File: src/rtl/fb_pixel_writer_pkg.sv
// Shared constants, entry layout and state encoding for the framebuffer pixel writer.
// Pixel coordinates are converted to linear addresses here without a multiplier.
package fb_pixel_writer_pkg;

    localparam int FB_W     = 160;
    localparam int FB_H     = 120;
    localparam int FB_SIZE  = FB_W * FB_H;
    localparam int ADDR_W   = 15;
    localparam int COLOUR_W = 3;
    localparam int COORD_W  = 10;

    typedef enum logic [1:0] {
        ST_IDLE  = 2'd0,
        ST_FLUSH = 2'd1,
        ST_CLEAR = 2'd2
    } wr_state_t;

    typedef struct packed {
        logic [ADDR_W-1:0]   addr;
        logic [COLOUR_W-1:0] colour;
    } fb_entry_t;

    localparam int ENTRY_W = $bits(fb_entry_t);

    // y*160 + x as (y<<7) + (y<<5) + x; only called with in-range coordinates.
    function automatic logic [ADDR_W-1:0] pixel_addr(input logic [COORD_W-1:0] px,
                                                     input logic [COORD_W-1:0] py);
        logic [ADDR_W-1:0] xx;
        logic [ADDR_W-1:0] yy;
        xx = ADDR_W'(px);
        yy = ADDR_W'(py);
        return (yy << 7) + (yy << 5) + xx;
    endfunction

endpackage

File: src/rtl/fb_pixel_fifo.sv
// Small synchronous FIFO buffering {address, colour} entries ahead of the framebuffer port.
// Push is ignored when full and pop is ignored when empty; both may occur on the same edge.
module fb_pixel_fifo #(
    parameter int WIDTH = 18,
    parameter int DEPTH = 4
) (
    input  logic                       clk,
    input  logic                       resetn,
    input  logic                       push,
    input  logic [WIDTH-1:0]           push_data,
    input  logic                       pop,
    output logic [WIDTH-1:0]           pop_data,
    output logic                       full,
    output logic                       empty,
    output logic [$clog2(DEPTH):0]     count
);

    localparam int PTR_W = $clog2(DEPTH);
    localparam int CNT_W = PTR_W + 1;

    logic [WIDTH-1:0] mem [DEPTH];
    logic [PTR_W-1:0] wr_ptr;
    logic [PTR_W-1:0] rd_ptr;
    logic             do_push;
    logic             do_pop;

    assign full     = (count == CNT_W'(DEPTH));
    assign empty    = (count == '0);
    assign do_push  = push && !full;
    assign do_pop   = pop && !empty;
    assign pop_data = mem[rd_ptr];

    always_ff @(posedge clk or negedge resetn) begin
        if (!resetn) begin
            wr_ptr <= '0;
            rd_ptr <= '0;
            count  <= '0;
        end else begin
            if (do_push) wr_ptr <= wr_ptr + 1'b1;
            if (do_pop)  rd_ptr <= rd_ptr + 1'b1;
            case ({do_push, do_pop})
                2'b10:   count <= count + 1'b1;
                2'b01:   count <= count - 1'b1;
                default: count <= count;
            endcase
        end
    end

    // NOTE: storage has no reset; the pointers and count alone define validity,
    // and leaving the array unreset lets it map onto plain RAM/register cells.
    always_ff @(posedge clk) begin
        if (do_push) mem[wr_ptr] <= push_data;
    end

endmodule

File: src/rtl/fb_pixel_writer.sv
// Pixel-stream sink: bounds-checks and buffers draw requests, converts them to linear
// framebuffer addresses, issues one RAM write per cycle and runs full-screen clears.
module fb_pixel_writer #(
    parameter int FB_W       = fb_pixel_writer_pkg::FB_W,
    parameter int FB_H       = fb_pixel_writer_pkg::FB_H,
    parameter int FIFO_DEPTH = 4
) (
    input  logic        clk,
    input  logic        resetn,
    input  logic        plot,
    input  logic [9:0]  x,
    input  logic [9:0]  y,
    input  logic [2:0]  colour,
    output logic        ready,
    input  logic        clear_go,
    input  logic [2:0]  clear_colour,
    output logic        busy,
    output logic        clear_done,
    output logic        wr_en,
    output logic [14:0] wr_addr,
    output logic [2:0]  wr_data,
    output logic [7:0]  drop_count
);

    import fb_pixel_writer_pkg::*;

    localparam int PIXELS = FB_W * FB_H;
    localparam int CNT_W  = $clog2(FIFO_DEPTH) + 1;

    wr_state_t           state;
    logic [ADDR_W-1:0]   clr_cnt;
    logic [COLOUR_W-1:0] clr_colour;

    fb_entry_t           push_entry;
    fb_entry_t           head;
    logic [ENTRY_W-1:0]  head_raw;
    logic                fifo_full;
    logic                fifo_empty;
    logic [CNT_W-1:0]    fifo_count;

    logic                in_range;
    logic                push;
    logic                pop;
    logic                drop;

    assign in_range = (x < COORD_W'(FB_W)) && (y < COORD_W'(FB_H));

    // NOTE: ready is gated with resetn directly so it falls the instant reset is
    // asserted, without waiting for any register to be cleared.
    assign ready = resetn && (state == ST_IDLE) && !fifo_full;
    assign push  = plot && ready && in_range;
    assign drop  = plot && !(ready && in_range);
    assign pop   = (state != ST_CLEAR) && !fifo_empty;
    assign busy  = (state != ST_IDLE);

    assign push_entry = '{addr: pixel_addr(x, y), colour: colour};
    assign head       = fb_entry_t'(head_raw);

    fb_pixel_fifo #(
        .WIDTH (ENTRY_W),
        .DEPTH (FIFO_DEPTH)
    ) u_fifo (
        .clk       (clk),
        .resetn    (resetn),
        .push      (push),
        .push_data (push_entry),
        .pop       (pop),
        .pop_data  (head_raw),
        .full      (fifo_full),
        .empty     (fifo_empty),
        .count     (fifo_count)
    );

    always_ff @(posedge clk or negedge resetn) begin
        if (!resetn) begin
            state      <= ST_IDLE;
            clr_cnt    <= '0;
            clr_colour <= '0;
            wr_en      <= 1'b0;
            wr_addr    <= '0;
            wr_data    <= '0;
            clear_done <= 1'b0;
            drop_count <= '0;
        end else begin
            // NOTE: strobes default low every cycle; the branches below raise them
            // only on the cycles they apply, while wr_addr/wr_data keep their value.
            wr_en      <= 1'b0;
            clear_done <= 1'b0;

            if (drop && (drop_count != 8'hFF)) drop_count <= drop_count + 1'b1;

            case (state)
                ST_IDLE: begin
                    if (pop) begin
                        wr_en   <= 1'b1;
                        wr_addr <= head.addr;
                        wr_data <= head.colour;
                    end
                    if (clear_go) begin
                        clr_colour <= clear_colour;
                        clr_cnt    <= '0;
                        state      <= ST_FLUSH;
                    end
                end

                ST_FLUSH: begin
                    if (fifo_count != '0) begin
                        wr_en   <= 1'b1;
                        wr_addr <= head.addr;
                        wr_data <= head.colour;
                    end else begin
                        // The cycle that finds the buffer empty already writes clear
                        // address 0, so a clear costs exactly occupancy + PIXELS cycles.
                        wr_en   <= 1'b1;
                        wr_addr <= clr_cnt;
                        wr_data <= clr_colour;
                        clr_cnt <= clr_cnt + 1'b1;
                        state   <= ST_CLEAR;
                    end
                end

                ST_CLEAR: begin
                    wr_en   <= 1'b1;
                    wr_addr <= clr_cnt;
                    wr_data <= clr_colour;
                    if (clr_cnt == ADDR_W'(PIXELS - 1)) begin
                        clr_cnt    <= '0;
                        clear_done <= 1'b1;
                        state      <= ST_IDLE;
                    end else begin
                        clr_cnt <= clr_cnt + 1'b1;
                    end
                end

                default: state <= ST_IDLE;
            endcase
        end
    end

endmodule
File: config.mk
export PLATFORM = sky130hd
export DESIGN_NAME = fb_pixel_writer
export DESIGN_NICKNAME = d
export VERILOG_FILES = /design/src/rtl/fb_pixel_writer_pkg.sv /design/src/rtl/fb_pixel_fifo.sv /design/src/rtl/fb_pixel_writer.sv
export SDC_FILE = /design/constraint.sdc
export NUM_CORES = 1
export LEC_CHECK = 0
export ABC_AREA = 1
export BUFFER_PORTS_ARGS = -buffer_cell sky130_fd_sc_hd__buf_2
export CELL_PAD_IN_SITES_DETAIL_PLACEMENT = 0
export CELL_PAD_IN_SITES_GLOBAL_PLACEMENT = 1
export CORE_ASPECT_RATIO = 1.5
export CORE_MARGIN = 1
export CORE_UTILIZATION = 30
export DETAILED_ROUTE_END_ITERATION = 8
export HOLD_SLACK_MARGIN = 0.1
export PLACE_DENSITY_LB_ADDON = 0.15
export SYNTH_ARGS = -nofsm -noshare
export SYNTH_HDL_FRONTEND = slang
export SYNTH_SLANG_ARGS = --single-unit
File: constraint.sdc
create_clock -name clk -period 2.7 [get_ports clk]
set_input_delay 0.135 -clock clk [delete_from_list [all_inputs] [get_ports clk]]
set_output_delay 0.135 -clock clk [all_outputs]
set_load 0.02 [all_outputs]
* Word level (Yosys, flattened, before mapping) *
Memory sizes are Yosys's and may differ from the RTL's.
Cells that the tools add are included.

storage, ports and cells
  register bits after elaboration = 55
  bits in writable memories = 72
  input bits = 30
  memories kept = 1

operators by class
  add/subtract/negate cells = 8
  $lt $le $gt $ge = 2
  equality and inequality tests = 12
  mux-type cells = 21
  reduce and logical (&&, ||, !) cells = 25

memory list
  memory      depth  width  read ports  clocked after memory_dff  write ports  RTL line             text
  u_fifo.mem  4      18     1           0                         1            fb_pixel_fifo.sv:21  logic [WIDTH-1:0] mem [DEPTH];

operators by type and width
  cell                   number
  $pmux 15 s3            2
  $mux 15                5
  $add 15x1->15 const B  1
  $add 15x10->15         1
  $add 15x15->15         1
  $eq 15x15->1 const B   1
  $logic_and 1x1->1      11
  $lt 10x7->1 const B    1
  $lt 10x8->1 const B    1
  $pmux 3 s3             1
  $add 8x1->8 const B    1
  $ne 2x2->1 const B     4
  $ne 8x8->1 const B     1
  $mux 2                 3
  $mux 3                 2
  $pmux 2 s3             1
  $pmux 3 s2             1
  $reduce_and 3->1       2
  $reduce_bool 3->1      2
  $mux 1                 5
  $add 2x1->2 const B    2
  $eq 2x1->1 const B     2
  $eq 2x2->1 const B     2
  $reduce_and 2->1       2
  other kinds (10)       13

* Depth between registers and ports, before layout *
Gate-level depths: netlist (run 1).

  depth after elaboration = 8
  mapped depth = 13

* By module *
Synthesis (run 1) repeated with hierarchy kept, for this count alone.

unflattened totals
  cell total of the unflattened synthesis = 700
  area total of the unflattened synthesis = 6710.2 µm²

by module, submodules not included
  module           instances  cells each  area each (µm²)  seq. area each (µm²)
  fb_pixel_writer  1          430         3369.5           1201.2
  fb_pixel_fifo    1          270         3340.7           2337.2

* Least setup slack after synthesis (run 1) *
Ideal clock, no wire load.

  path kind = reg2reg
  from = register state[0]
  to = memory u_fifo.mem[0][0], enable pin
  setup time = 0.393 ns
  arrival time = 2.327 ns
  slack = -0.019 ns
  cell stages (with the launch flop) = 9
  path buffers = 0
  period minus slack after synthesis = 2.719 ns
  cells stage by stage = dfrtp_1 > inv_1 > ha_1 > nand2_1 > a21oi_2 > nand3b_2 > inv_2 > nand2_2 > nor2_1

between the ends
  cells in the longest elaborated chain, start to end = 8

ends and longest elaborated chain
  what                             RTL line                text
  from (decl)                      fb_pixel_writer.sv:30   wr_state_t state;
  from (signal assigned)           fb_pixel_writer.sv:76   state <= ST_IDLE;
  from (signal assigned)           fb_pixel_writer.sv:102  state <= ST_FLUSH;
  from (signal assigned)           fb_pixel_writer.sv:118  state <= ST_CLEAR;
  $logic_not 2->1                  fb_pixel_writer.sv:50   assign ready = resetn && (state == ST_IDLE) && !fifo_full;
  $logic_and 1x1->1 (2 in series)  fb_pixel_writer.sv:50
  named net ready                  fb_pixel_writer.sv:14   output logic ready,
  $logic_and 1x1->1 (2 in series)  fb_pixel_writer.sv:51   assign push = plot && ready && in_range;
  $logic_and 1x1->1                fb_pixel_fifo.sv:29     assign do_push = push && !full;
  $mux 1                           fb_pixel_fifo.sv:52     if (do_push) mem[wr_ptr] <= push_data;
  $mux 1 (implied by the code)     fb_pixel_fifo.sv:52
  to (decl)                        fb_pixel_fifo.sv:21

The timed path passes the listed nets, and every way through them passes these cells.

* Worst setup path in the final report (run 1) *
  from = register state[1]
  to = register u_fifo.count[1]

between the ends
  cells in the longest elaborated chain, start to end = 8
  elaborated cells on any way between the ends = 13

ends and longest elaborated chain
  what                                                    RTL line               text
  $logic_not 2->1                                         fb_pixel_writer.sv:50
  $logic_and 1x1->1 (2 in series)                         fb_pixel_writer.sv:50
  $logic_and 1x1->1 (2 in series)                         fb_pixel_writer.sv:51
  $logic_and 1x1->1                                       fb_pixel_fifo.sv:29
  $eq 2x1->1 / $eq 2x2->1 (equally long branches)         fb_pixel_fifo.sv:41    case ({do_push, do_pop})
  $pmux 3 s2 / $reduce_bool 2->1 (equally long branches)  -
  to (signal assigned)                                    fb_pixel_fifo.sv:42    2'b10: count <= count + 1'b1;
  to (signal assigned)                                    fb_pixel_fifo.sv:43    2'b01: count <= count - 1'b1;
  to (signal assigned)                                    fb_pixel_fifo.sv:44    default: count <= count;
  to (decl)                                               fb_pixel_fifo.sv:15    output logic [$clog2(DEPTH):0] count

Several ways; a longest one is shown, not always the timed one.
A chain may end at the register's enable or synchronous reset.

==> metrics.md, run 1 <==
| Metric | Value |
|---|---|
| Final setup fails | 0 |
| Status | complete, no violations |
| H-tree levels | 4 |
| Min cycle time layout | 2.43 ns |
| Cells after Synth | approximately 650 |
| Antenna viol nets, final | 0 |
| Post-placement cell count | around 970 |
| Synth Area in Compound Gates | between 10% and 20% |
| Clock Tree Buf Depth | 2 |
| Dpl ws | between 0.2 and 0.3 ns |
| Most common cell after layout, fill and taps aside | nand2_1 |
| Setup slack, reg-to-reg | about 0.27 ns |
| Layout area overhead | 20.1% |
| CORE AREA | between 0.02 and 0.025 mm2 |
| Vias per cell | ~4.6 |
| Synth Area in Adders | under 10% |
| Post_cts resized | 0 |
| Type of destination of the critical path | register |
| Skew final | 0.00510 ns |
| Worst r2r dst | u_fifo.count[1]$_DFFE_PN0P_ |
| Final Net Count | between 700 and 800 |
| Vias in the first global route | around 4800 |
| Die area | about 0.022 mm2 |
| CP peak stage delay | 0.43 ns |
| Maximum VDD drop | 0.000454 V |
| Final antenna diode count | 0 |
| Leading area contributor after synthesis | edfxtp_1 |
| Reg-to-reg startpoint | state[1]$_DFFE_PN0P_ |
| Tcrit/Tclk final | around 90% |
| FP Rows | between 60 and 70 |
| Total wire length | between 15000 and 20000 um |
| Routed WL per cell | approximately 15 um |
| Number of iterations in the first detailed-routing pass | 4 |
| Hold Crit Class | in -> reg |
| Crit path max-delay family | adder cells |
| Critical path class | reg -> reg |
| Critical Path Source | state[1]$_DFFE_PN0P_ |
| RSZ-0062 raised after global routing | false |
| Fin cells | approximately 1000 |
| Critical Path RT | 3.03 ns |
| Top post-synthesis cells by area | edfxtp_1 34%, dfrtp_1 22%, nand3_1 5.6% |
| Register area share after synthesis | about 55% |
| Port-buffer cells | just under 60 |
| Setup ws final | between 0.2 and 0.3 ns |
| Routed vias | between 4000 and 5000 |
| Largest family of logic cells by synthesized area | simple AND/OR/NAND/NOR gates |
| Slew HR | about half |
| DIE WIDTH | 121 um |
| Synthesized area per cell | between 9 and 10 um2 |
| CTS root buf | clkbuf_16 |
| Share of the synthesized area in the top cell type | around 34% |
| Die Y | 181 um |
| Worst slew pin tran | 0.779 ns |
| Grt total ovfl | 0 |
| Most frequent cells in the layout | 93 x nand2_1, 79 x inv_1, 72 x nand3_1, 72 x edfxtp_1, 59 x buf_2 |
| Buf/Inv on CP | 3 |
| Largest net degree at the start of global routing | 75 |
| Post-synthesis register bit count | 127 |
| Pwr dens | just over 1000 mW/mm2 |
| CP startpoint kind | register |
| TritonCTS buffer count | 17 |
| Clk slew on worst S/H paths | approximately 0.05 ns |
| Finished Cell Area | around 0.0077 mm2 |
| Synth Cell Area | about 0.0064 mm2 |
| Leak Pwr | around 3.3 nW |
| Gpl congestion | roughly 0.75 |
| Yosys cell types | 37 |
| Initial antenna violation count | 0 |
| CTS tree | done |
| Crit path max-delay cell type | dfrtp_1 |
| Critical path arrival | 2.76 ns |
| Share of post-route cells with drive strength above 1 | between 10% and 20% |
| Warnings from Yosys | 0 |
| DRC viols | 0 |
| Max-slew violations | 0 |
| Global Route Usage Sum | approximately 15% |
| Syn nets | ~710 |
| First-pass GRT wire length | approximately 25000 um |
| DP Area | 0.00700 mm2 |
| Multi-input logic area | 0.00241 mm2 |
| DR iter-0 viols | 272 |
| Final Hold Viols | 0 |
| CP Capture Point | u_fifo.count[1]$_DFFE_PN0P_ |
| Highest Clock Rate | between 400 and 500 MHz |
| Clk sinks | approximately 130 |
| Io pins | 60 |
| FF/Latch Area | between 0.003 and 0.004 mm2 |
| DP HPWL | between 10000 and 15000 um |
| Total Power | 7.83 mW |
| Mux share of post-synthesis cell area | 0.529% |
| Crit. path cell count | 11 |
| CP cell instances | inv_1 > ha_1 > nand2_1 > a21oi_2 > nand3b_2 > inv_2 > nand2_2 > ha_1 > inv_1 > fa_1 > o21ai_0 |
| Crit Path Max Fanout | 7 |
| Filler instances | 2162 |
| Max cap viols | 0 |
| Skew-Pair Late Insertion Delay | approximately 0.42 ns |
| Worst Reg-to-Reg Cells | 11 |
| XOR/XNOR Fraction of Synth Area | 2.47% |
| Starting Density | roughly 30% |
| Simple logic cell fraction of the synthesized area | 16.2% |
[flip-flops by register name, indices dropped and copies added, names as in the netlist]
signal         count
u_fifo.mem        72
clr_cnt           15
wr_addr           15
drop_count         8
clr_colour         3
u_fifo.count       3
wr_data            3
state              2
u_fifo.rd_ptr      2
u_fifo.wr_ptr      2
clear_done         1
wr_en              1
[logic make-up (layout without fill, tap and decap cells)]
logic type                 count (synthesis)  count (layout)
AOI/OAI and AO/OA                        129             129
xor gates and xnor gates                  18              18
adders and majority gates                 32              32
buffers and inverters                    107             202
DFF                                      127             127
muxes                                      3               3
and+or+nand+nor                          233             233
[final cells by class]
class                   instances  area share, %
multi-input cells             415           31.5
inverters                      85           4.16
well taps                     268           4.37
clock inverters                 8          0.897
flip-flops and latches        127           46.1
repair buffers                 85           6.82
clock buffers                  24           6.15
[synthesized netlist by cell type (all sizes together)]
| cell | count |
|---|---|
| a21o | 2 |
| clkinv | 1 |
| nand2 | 100 |
| a21oi | 56 |
| nor3 | 2 |
| mux2 | 3 |
| o21bai | 2 |
| nand3b | 3 |
| o2111ai | 1 |
| or2 | 2 |
| nand4 | 3 |
| xnor2 | 8 |
| a21boi | 1 |
| buf | 16 |
| and3 | 1 |
| o21ai | 47 |
| clkbuf | 6 |
| ha | 27 |
| edfxtp | 72 |
| nor2 | 49 |
| a31oi | 20 |
| fa | 5 |
| xor2 | 10 |
| inv | 84 |
| dfrtp | 55 |
| nand3 | 73 |
[worst reg2reg max path: stages, from the launching register on]
cell and delay [ns]:
dfrtp_1 0.43, inv_1 0.13, ha_1 0.17, nand2_1 0.07, a21oi_2 0.21, nand3b_2 0.21, inv_2 0.12, nand2_2 0.10
ha_1 0.19, inv_1 0.09, fa_1 0.43, o21ai_0 0.19
[power by group]
group          switching, mW  leakage [nW]  total [mW]  internal, mW
clock network          0.800         0.263        2.10          1.30
logic                   2.12          1.72        3.10         0.982
registers              0.213          1.35        2.62          2.41
total                   3.13          3.33        7.83          4.69
[worst min-delay path by stage]
stage	start	cells past startpoint	slack (ns)	endpoint
6_report	x[5]	2	0.12	u_fifo.mem[3][8]$_DFFE_PP_
5_1_grt	x[5]	2	0.14	u_fifo.mem[3][8]$_DFFE_PP_
4_1_cts	x[5]	2	0.11	u_fifo.mem[3][8]$_DFFE_PP_
3_5_place_dp	x[0]	1	0.36	u_fifo.mem[0][3]$_DFFE_PP_
3_3_place_gp	colour[0]	1	0.36	u_fifo.mem[0][0]$_DFFE_PP_
2_1_floorplan	resetn	0	-0.16	clear_done$_DFF_PN0_
[timing repair]
item / in CTS / in global routing
setup buffers: 0 / 0
hold buffers: 13 / 0
hold endpoints to repair: 92 / 0
[routing by layer]
metal  GRT usage [%]  routed length, um  part of all wire (%)
met2            28.0               8150                    54
met1            17.1               6350                    42
met5               0                  0                     0
met4            6.57                308                   2.0
met3            2.87                414                   2.7
[metrics by stage]
stage / utilization (%) / hold WS, ns / TNS, ns
6_report: 36.6 / 0.125 / 0
3_5_place_dp: 33.4 / 0.363 / 0
3_3_place_gp: 33.4 / 0.358 / 0
4_1_cts: 36.6 / 0.110 / 0
5_1_grt: 36.6 / 0.139 / 0
2_1_floorplan: - / -0.161 / -1.38
Power figures use the tool's default switching activity.
==> run 2: changes to the inputs <==
- CTS_BUF_LIST: default -> sky130_fd_sc_hd__clkbuf_8
==> metrics.md, run 2 (synthesis gave the netlist of run 1 again) <==
| Metric | Value |
|---|---|
| Maximum VDD drop | ~0.00038 V |
| Critical Path Source | state[1]$_DFFE_PN0P_ |
| H-tree levels | 4 |
| Largest net degree at the start of global routing | between 70 and 80 |
| DRC viols | 0 |
| Crit Path Max Fanout | 7 |
| Largest register FFs | 72 |
| Slew HR | roughly 48% |
| Max-slew violations | 0 |
| Share of post-route cells with drive strength above 1 | 17.6% |
| DP HPWL | around 11000 um |
| Number of iterations in the first detailed-routing pass | 4 |
| RSZ-0062 raised after global routing | false |
| Min cycle time layout | 2.43 ns |
| Gpl congestion | 0.746 |
| Hold Buf Count CTS | 15 |
| TritonCTS buffer count | 17 |
| Final antenna diode count | 0 |
| Type of destination of the critical path | register |
| Post-CTS Setup Bufs | 0 |
| Critical path class | reg -> reg |
| Io pins | 60 |
| Hold Crit Class | in -> reg |
| Post-placement cell count | between 900 and 1000 |
| Final Hold Viols | 0 |
| Pwr dens | slightly below 1000 mW/mm2 |
| Routed WL per cell | between 15 and 20 um |
| Reg-to-reg startpoint | state[1]$_DFFE_PN0P_ |
| FP Rows | between 60 and 70 |
| Leak Pwr | roughly 3.3 nW |
| Global Route Usage Sum | roughly 15% |
| Die Y | 181 um |
| First-pass GRT wire length | between 20000 and 30000 um |
| CTS tree | done |
| Tcrit/Tclk final | approximately nine tenths |
| CTS root buf | clkbuf_8 |
| Most common cell after layout, fill and taps aside | nand2_1 |
| Port-buffer cells | between 50 and 60 |
| Critical Path RT | approximately 3 ns |
| Antenna viol nets, final | 0 |
| Routed vias | about 4600 |
| Clk slew on worst S/H paths | roughly 0.070 ns |
| DIE WIDTH | approximately 120 um |
| Filler instances | approximately 2200 |
| Largest Register | u_fifo.mem |
| Vias per cell | ~4.6 |
| Critical path arrival | ~2.8 ns |
| Grt total ovfl | 0 |
| Skew-Pair Late Insertion Delay | roughly 0.45 ns |
| Max cap viols | 0 |
| DP Area | ~0.007 mm2 |
| Multi-input logic area | roughly 0.0024 mm2 |
| Vias in the first global route | 4843 |
| Buf/Inv on CP | 3 |
| Crit path max-delay family | adder cells |
| Initial antenna violation count | 0 |
| Fin cells | between 1000 and 1500 |
| Highest Clock Rate | around 400 MHz |
| CP peak stage delay | ~0.43 ns |
| Layout area overhead | 17.4% |
| DR iter-0 viols | 235 |
| Hold Startpoint | x[6] |
| CP startpoint kind | register |
| Starting Density | between 30% and 40% |
| CORE AREA | 0.0210 mm2 |
| Worst slew pin tran | 0.776 ns |
| Final Net Count | just under 800 |
| Finished Cell Area | 0.00750 mm2 |
| CP cell instances | inv_1 > ha_1 > nand2_1 > a21oi_2 > nand3b_2 > inv_2 > nand2_2 > ha_1 > inv_1 > fa_1 > o21ai_0 |
| Final setup fails | 0 |
| FF/Latch Area | approximately 0.0035 mm2 |
| Clk sinks | between 100 and 150 |
| Die area | 0.0219 mm2 |
| Skew final | 0.00706 ns |
| Post_cts resized | 0 |
| Most frequent cells in the layout | 93 x nand2_1, 84 x inv_1, 72 x nand3_1, 72 x edfxtp_1, 59 x buf_2 |
| Crit path max-delay cell type | dfrtp_1 |
| Clock Tree Buf Depth | 2 |
| Largest regs | u_fifo.mem x72, clr_cnt x15, wr_addr x15 |
| Total wire length | roughly 15000 um |
| Status | complete, no violations |
run 2: changes by cell type in the layout (fill, tap and decap cells not counted), sizes merged:
cell / change
clkbuf: -5
dlygate4sd3: +2
inv: +5
run 2: power breakdown:
part / total, mW / switching, mW / internal [mW] / leakage [nW]
registers: 2.62 / 0.213 / 2.41 / 1.35
clock network: 1.47 / 0.727 / 0.747 / 0.197
logic: 3.11 / 2.13 / 0.984 / 1.73
run 2: layer usage:
| metal | part of all wire [%] | GRT usage [%] |
|---|---|---|
| met1 | 42 | 17.1 |
| met2 | 54 | 27.9 |
| met3 | 2.8 | 3.06 |
| met4 | 1.8 | 6.12 |
| met5 | 0 | 0 |
run 2: stage by stage:
step	power [mW]	util, %	TNS (ns)	setup WS, ns	hold slack [ns]
final	7.21	35.7	0	0.269	0.232
after global routing	7.79	35.7	0	0.00228	0.258
after CTS	7.35	35.7	0	0.246	0.192
after detailed placement	5.83	33.4	0	0.258	0.363
after global placement	5.77	33.4	0	0.367	0.358
after floorplan	4.84	-	-1.38	-0.0192	-0.161
run 2: layout make-up:
cell class | instances | area share, %
Multi-Input combinational cell | 415 | 32.2
Clock inverter | 13 | 1.17
Tap cell | 268 | 4.47
Clock buffer | 19 | 3.49
Timing Repair Buffer | 87 | 7.24
Sequential cell | 127 | 47.2
Inverter | 85 | 4.25
run 2: final timing paths:
kind,endpoint,slack [ns],cells past startpoint
setup / recovery,u_fifo.count[1]$_DFFE_PN0P_,0.27,11
hold / removal,u_fifo.mem[2][9]$_DFFE_PP_,0.23,3
setup reg to reg,u_fifo.count[1]$_DFFE_PN0P_,0.27,11
hold reg to reg,clr_colour[2]$_DFFE_PN0P_,0.51,1
max in group asynchronous,wr_addr[13]$_DFFE_PN0P_,1.75,3
min in group asynchronous,clr_cnt[3]$_DFFE_PN0P_,0.44,3
run 2: worst min-delay path, cell delays in order:
cell and delay (ns):
buf_2 0.09, ha_1 0.13, ha_1 0.19
